--- config.mk ---
export PLATFORM = sky130hd
export DESIGN_NAME = imem_loader
export DESIGN_NICKNAME = d
export VERILOG_FILES = /design/src/rtl/imem_loader.sv
export SDC_FILE = /design/constraint.sdc
export NUM_CORES = 1
export LEC_CHECK = 0
export BUFFER_PORTS_ARGS = -buffer_cell sky130_fd_sc_hd__buf_2
export CELL_PAD_IN_SITES_DETAIL_PLACEMENT = 0
export CELL_PAD_IN_SITES_GLOBAL_PLACEMENT = 1
export CORE_ASPECT_RATIO = 1.75
export CORE_UTILIZATION = 42
export DETAILED_ROUTE_END_ITERATION = 6
export MAX_ROUTING_LAYER = met4
export PLACE_DENSITY_LB_ADDON = 0.1
export SLEW_MARGIN = 0
export SYNTH_ARGS = -nofsm -noshare
export SYNTH_HDL_FRONTEND = slang
export SYNTH_SLANG_ARGS = --single-unit
--- constraint.sdc ---
create_clock -name clk -period 2.4 [get_ports clk]
set_input_delay 0.24 -clock clk [delete_from_list [all_inputs] [get_ports clk]]
set_output_delay 0.24 -clock clk [all_outputs]
set_load 0.03 [all_outputs]
--- src/rtl/imem_loader.sv ---
// imem_loader
//
// Byte-serial program loader that sits in front of the RV32 core's instruction
// fetch stage. Program bytes arrive over a valid/ready handshake. They are
// assembled little-endian into 32-bit words, and each word is written to
// consecutive word addresses of instruction memory. The core is held idle until
// the load finishes. A load ends on an all-zero word, which is the core's exit
// encoding, or after INS words.
//
// Parameters
//   INS         maximum number of instruction words per load (1..255)
//
// Ports
//   clk         core clock, all state updates on the rising edge
//   rst_n       asynchronous active-low reset
//   start       begin a load (honoured only while idle or done)
//   byte_valid  byte_data carries a valid program byte
//   byte_data   program byte, lowest address first
//   byte_ready  loader accepts a byte this cycle
//   wr_en       instruction-memory write strobe, one cycle per word
//   wr_addr     byte address of the word being written (word index * 4)
//   wr_data     assembled little-endian instruction word
//   busy        load in progress
//   done        load complete
//   core_run    core may execute (mirrors done)
//   word_count  words written in the current or last load

module imem_loader #(
  parameter int INS = 5
) (
  input  logic        clk,
  input  logic        rst_n,
  input  logic        start,
  input  logic        byte_valid,
  input  logic [7:0]  byte_data,
  output logic        byte_ready,
  output logic        wr_en,
  output logic [31:0] wr_addr,
  output logic [31:0] wr_data,
  output logic        busy,
  output logic        done,
  output logic        core_run,
  output logic [7:0]  word_count
);

  typedef enum logic [1:0] {
    IDLE,
    COLLECT,
    WRITE,
    DONE
  } state_t;

  // Index of the final word a load may write before it is forced to finish.
  localparam logic [7:0] LastIdx = 8'(INS - 1);

  state_t      state_q;
  logic [1:0]  byteIdx_q;
  // Only the three lower bytes are kept. The top byte goes straight from
  // byte_data into the write register.
  logic [23:0] asm_q;
  // The word count also serves as the word index, because the two always
  // advance together.
  logic [7:0]  wordCount_q;
  logic [31:0] wrAddr_q;
  logic [31:0] wrData_q;
  logic        byteReady_q;
  logic        wrEn_q;
  logic        busy_q;
  logic        done_q;

  // Loader FSM. Every output is a register that is updated together with the
  // state, so no input reaches an output combinationally. wr_addr and wr_data
  // are loaded on the edge that enters WRITE, and they keep that value until
  // the next word completes.
  always_ff @(posedge clk or negedge rst_n) begin
    if (!rst_n) begin
      state_q     <= IDLE;
      byteIdx_q   <= 2'd0;
      asm_q       <= 24'd0;
      wordCount_q <= 8'd0;
      wrAddr_q    <= 32'd0;
      wrData_q    <= 32'd0;
      byteReady_q <= 1'b0;
      wrEn_q      <= 1'b0;
      busy_q      <= 1'b0;
      done_q      <= 1'b0;
    end else begin
      case (state_q)
        IDLE, DONE: begin
          if (start) begin
            state_q     <= COLLECT;
            byteIdx_q   <= 2'd0;
            asm_q       <= 24'd0;
            wordCount_q <= 8'd0;
            byteReady_q <= 1'b1;
            busy_q      <= 1'b1;
            done_q      <= 1'b0;
          end
        end

        COLLECT: begin
          // byte_ready is always high here, so byte_valid alone completes
          // the handshake.
          if (byte_valid) begin
            byteIdx_q <= byteIdx_q + 2'd1;
            case (byteIdx_q)
              2'd0: asm_q[7:0]   <= byte_data;
              2'd1: asm_q[15:8]  <= byte_data;
              2'd2: asm_q[23:16] <= byte_data;
              default: begin
                state_q     <= WRITE;
                byteReady_q <= 1'b0;
                wrEn_q      <= 1'b1;
                wrAddr_q    <= {22'd0, wordCount_q, 2'b00};
                wrData_q    <= {byte_data, asm_q};
              end
            endcase
          end
        end

        WRITE: begin
          // The terminator word is still written and counted before the
          // load finishes.
          wrEn_q      <= 1'b0;
          wordCount_q <= wordCount_q + 8'd1;
          if (wrData_q == 32'd0 || wordCount_q == LastIdx) begin
            state_q <= DONE;
            busy_q  <= 1'b0;
            done_q  <= 1'b1;
          end else begin
            state_q     <= COLLECT;
            byteReady_q <= 1'b1;
          end
        end

        default: state_q <= IDLE;
      endcase
    end
  end

  assign byte_ready = byteReady_q;
  assign wr_en      = wrEn_q;
  assign wr_addr    = wrAddr_q;
  assign wr_data    = wrData_q;
  assign busy       = busy_q;
  assign done       = done_q;
  assign core_run   = done_q;
  assign word_count = wordCount_q;

endmodule

* Yosys cells after proc, flatten, opt, wreduce, memory -nomap -nowiden *
Index checks and enable logic that the tools add are counted.

word-level totals
  bits in registers = 80
  input port bits = 12
  output and inout port bits = 77
  word-level logic and storage cells = 77

operators by class
  add/sub/neg operators = 2
  equal/unequal tests = 14
  mux-type cells = 29
  bitwise gates (word level) = 1
  reductions and logical operators = 19

operators with widths
  operator             number
  $mux 24              2
  $pmux 24 s2          1
  $logic_not 32->1     1
  $mux 8               4
  $pmux 8 s2           1
  $reduce_and 4->1     4
  $reduce_and 3->1     5
  $mux 2               6
  $ne 2x2->1 const B   6
  $mux 1               9
  $add 8x1->8 const B  1
  $eq 8x3->1 const B   1
  $eq 2x2->1 const B   3
  $pmux 1 s2           3
  $pmux 2 s3           1
  $reduce_bool 2->1    3
  $eq 2x1->1 const B   2
  $logic_not 2->1      2
  $ne 2x1->1 const B   2
  $pmux 2 s2           1
  $pmux 1 s3           1
  $reduce_or 3->1      1
  $add 2x1->2 const B  1
  $reduce_and 2->1     1
  3 further kinds      3

* Longest topological paths before layout *
  depth in word-level cells = 5
  depth in mapped cells = 7
  gate-level depth less buffers = 6

* Worst setup path after synthesis *
OpenSTA, ideal clock, no wires.

  kind = register to register
  start = register state_q[0]
  end = register asm_q[10]
  setup time = 125 ps
  data arrival time = 1749 ps
  required time = 2275 ps
  slack = 526 ps
  cell stages (with the launch flop) = 8
  buffers on the path = 1
  clock period less this slack = 1874 ps
  path through = dfrtp_1 -> inv_1 -> ha_1 -> buf_6 -> nor2b_4 -> o21bai_4 -> a21oi_4 -> mux2_2

on the way
  longest elaborated chain between the ends = 4
  elaborated cells between the ends (all ways) = 10
  classes of those cells = eq/ne: 5; mux: 1; reduce/logical: 4

ends and longest elaborated chain
  element                                                           RTL line  source
  start: declaration                                                56        state_t state_q;
  start signal: assignment                                          77        state_q <= IDLE;
  start signal: assignment                                          91        state_q <= COLLECT;
  start signal: assignment                                          111       state_q <= WRITE;
  $eq 2x2->1 or $logic_not 2->1 (tied branches)                     88        case (state_q)
  $reduce_or 2->1                                                   88
  $ne 2x2->1 (no source line) or $reduce_bool 2->1 (tied branches)  n/a
  $reduce_and 4->1 (no source line)                                 n/a
  end signal: assignment                                            108       2'd1: asm_q[15:8] <= byte_data;
  end: declaration                                                  60        logic [23:0] asm_q;

Parallel ways exist; a longest one is shown, timed or not.
A chain may end at the register's enable or synchronous reset.

* Worst setup path in the final report *
Same ends and word-level chain as after synthesis.

==> impl_results.md <==
- Hold Violations, Final: 0
- Final setup viols: 0
- Vias per inst: 4.97
- Worst Skew: 0.00701 ns
- Hold Buf Count CTS: 1
- Register area: roughly 2000 µm²
- Area leader, netlist: dfrtp_1
- Total clock sinks: 80
- Post-synth top area share: between 50% and 60%
- Sequential area share after synthesis: 53.4%
- Fin nets: 384
- Ys Warns: 0
- Gpl congestion: 0.749
- CTS tree: built
- Antenna Cells: 0
- Max-cap check violation count: 0
- DPL Wire Length: 5.67 mm
- Ranking of synthesized cells by area: dfrtp_1 (53%), mux2_2 (19%), buf_4 (5.0%), ha_1 (3.0%), nor4_1 (1.5%)
- Core ar.: 8670 µm²
- Synthesized area: about 3700 µm²
- Post-CTS resize count: 0
- Drt drc: 0
- DR iter-0 viols: 73
- Fillers: 839
- Area Growth Syn to Fin: 18.4%
- Cell Chain, Critical Path: inv_1, ha_1, nor2b_4, o21bai_4, a21oi_4, mux2_2
- Setup Buffers After CTS: 0
- # rows: 45
- DRT Pass-1 Iters: 4
- Worst R2R Start: state_q[0]
- DRT Wirelength: ~8 mm
- Total grt overflow: 0
- Leak Pwr: 2.23 nW
- Hold Path Origin: byte_data[1]
- Setup TNS: 0 ns
- Starting density of the core: 43.2%
- Pins over their slew limit: 0
- HP Class: in2reg
- Routed len/inst: 16.5 µm
- I/O Buffers: 64
- Synth async-reset ratio: 100%
- Clock root cell: clkbuf_16
- Clk slew on worst S/H paths: 0.06 ns
- Synth unique cells: 40
- TritonCTS Buffers: 9
- RSZ-0062 raised after global routing: no
- Layout cells sized above 1: 42.7%
- Worst vdd ir: 0.709 mV
- Vias: around 2,400
- Period utilisation layout: 81.2%
- Io pins: slightly below 90
- Avg Cell Area, Syn: 12.8 µm²
- Design area: between 4000 and 5000 µm²
- PwrDens: between 1000 and 1500 nW/µm²
- Critical-path top delay cell: dfrtp_1
- Worst setup EP type: flip-flop
- Outcome: completed
- Most used DFF post-synth: dfrtp_1
- CTS max path bufs: 2
- First-pass GRT wire length: 12.7 mm
- CP required: 2.63 ns
- Initial antenna violation count: 0
- DIE HEIGHT: 127 µm
- FF+latch count, synth: 80
- Critical Path Start Type: flip-flop
- Number of synthesized flops with an enable pin: 0
- Largest net degree at the start of global routing: 48
- Worst path max stage delay: 0.39 ns
- Vias in the first global route: 2,375
- CP startpoint: state_q[0]
- Die W: 73.4 µm
- Top post-synthesis cells by count: dfrtp_1 (80), mux2_2 (63), buf_4 (25), nand2_1 (12), o21ai_0 (10)
- Most common cell in the synthesized netlist: dfrtp_1
- Synth Instances: around 300
- Die area: a little over 9000 µm²
- WS Path Type: reg2reg
- Final Power: 5.97 mW
- Skew-Pair Late Insertion Delay: 0.34 ns
- Final Util: 51.2%
- Worst Max-Slew Pin Slew: 0.571 ns
- Placed cell areas: roughly 4100 µm²
- H-tree Lvls: 3
- Crit path DAT: about 2.2 ns
- Max-slew headroom: 61.2%
- Multi-input gate area: about 1600 µm²
- DRT antenna net count: 0
- Minimum clock period: 1.95 ns
- Crit-path max FO: 8
- Fmax: 0.513 GHz
- GRT Util Overall: 19.5%
## cell type report
class	instances	area share, %
Inverter	7	0.592
Timing Repair Buffer	72	8.96
Multi-Input combinational cell	193	35.1
Sequential cell	80	45.1
Clock inverter	6	1.52
Tap cell	117	3.30
Clock buffer	10	5.38
## worst max-delay path: cells and delay by family, from the launching register on
| family | cells | cell delay (ns) |
|---|---|---|
| fa+ha+maj | 1 | 0.30 |
| flops | 1 | 0.39 |
| mux | 1 | 0.38 |
| compound gates | 2 | 0.53 |
| simple gates | 1 | 0.15 |
| buf+inv | 1 | 0.06 |
## final timing paths
kind | end | slack [ns] | cells past startpoint
hold / removal | wr_data[25] | 0.14 | 2
hold reg to reg | wr_addr[3] | 0.47 | 2
max in group asynchronous | wr_data[16] | 1.40 | 3
min in group asynchronous | wr_data[28] | 0.40 | 2
setup reg to reg | asm_q[10] | 0.45 | 6
setup / recovery | asm_q[10] | 0.45 | 6
## report_power, final
group	total, mW	internal, mW	leakage [nW]	switching [mW]
Combinational	2.52	1.05	1.04	1.47
Sequential	2.05	1.76	1.05	0.285
Clock	1.40	0.837	0.145	0.564
## registers in the layout (all words and copies together), names as in the netlist
name,flops
state_q,2
byteIdx_q,2
wr_en,1
core_run,1
asm_q,24
word_count,8
busy,1
wr_addr,8
wr_data,32
byte_ready,1
## metal layers
metal  track usage, %  vias to the layer above  wire length [µm]
met2             31.8                       64              4260
met3             5.05                        9               302
met5                -                        -                 0
met1             22.7                     1206              3330
met4             7.47                        0               129
li1                 -                     1132                 -
## cells in the final DEF (no fill, tap or decap), drive strengths merged, types with 5 or more instances in the layout
cell type  netlist  routed
dfrtp           80      80
buf             36      71
mux2            63      63
conb             1      24
nand2           12      12
o21ai           11      11
clkbuf           1      10
a21oi           10      10
nor4             9       9
ha               9       9
and2             8       8
inv              7       8
nand3            8       8
mux2i            5       5
## cell families (layout without fill, tap and decap cells)
family,count (synthesis),count (layout),synth area share [%]
flip-flops,80,80,53.4
multiplexers,68,68,20.4
AND/OR/NAND/NOR,52,52,7.78
buffers and inverters,44,95,7.41
XOR/XNOR,1,1,0.234
other,1,24,0.100
AO/OA/AOI/OAI,39,39,7.71
adder cells (fa/ha/maj),9,9,3.00
## metrics by stage
step / worst slack (ns) / hold WS (ns) / cells
after CTS: 0.428 / 0.135 / 485
after detailed placement: 0.437 / 0.222 / 468
final: 0.451 / 0.141 / 485
after global placement: 0.444 / 0.223 / 468
after global routing: 0.332 / 0.136 / 485
after floorplan: 0.526 / -0.0556 / 317
Note: power is estimated with default switching activity, not from simulation.
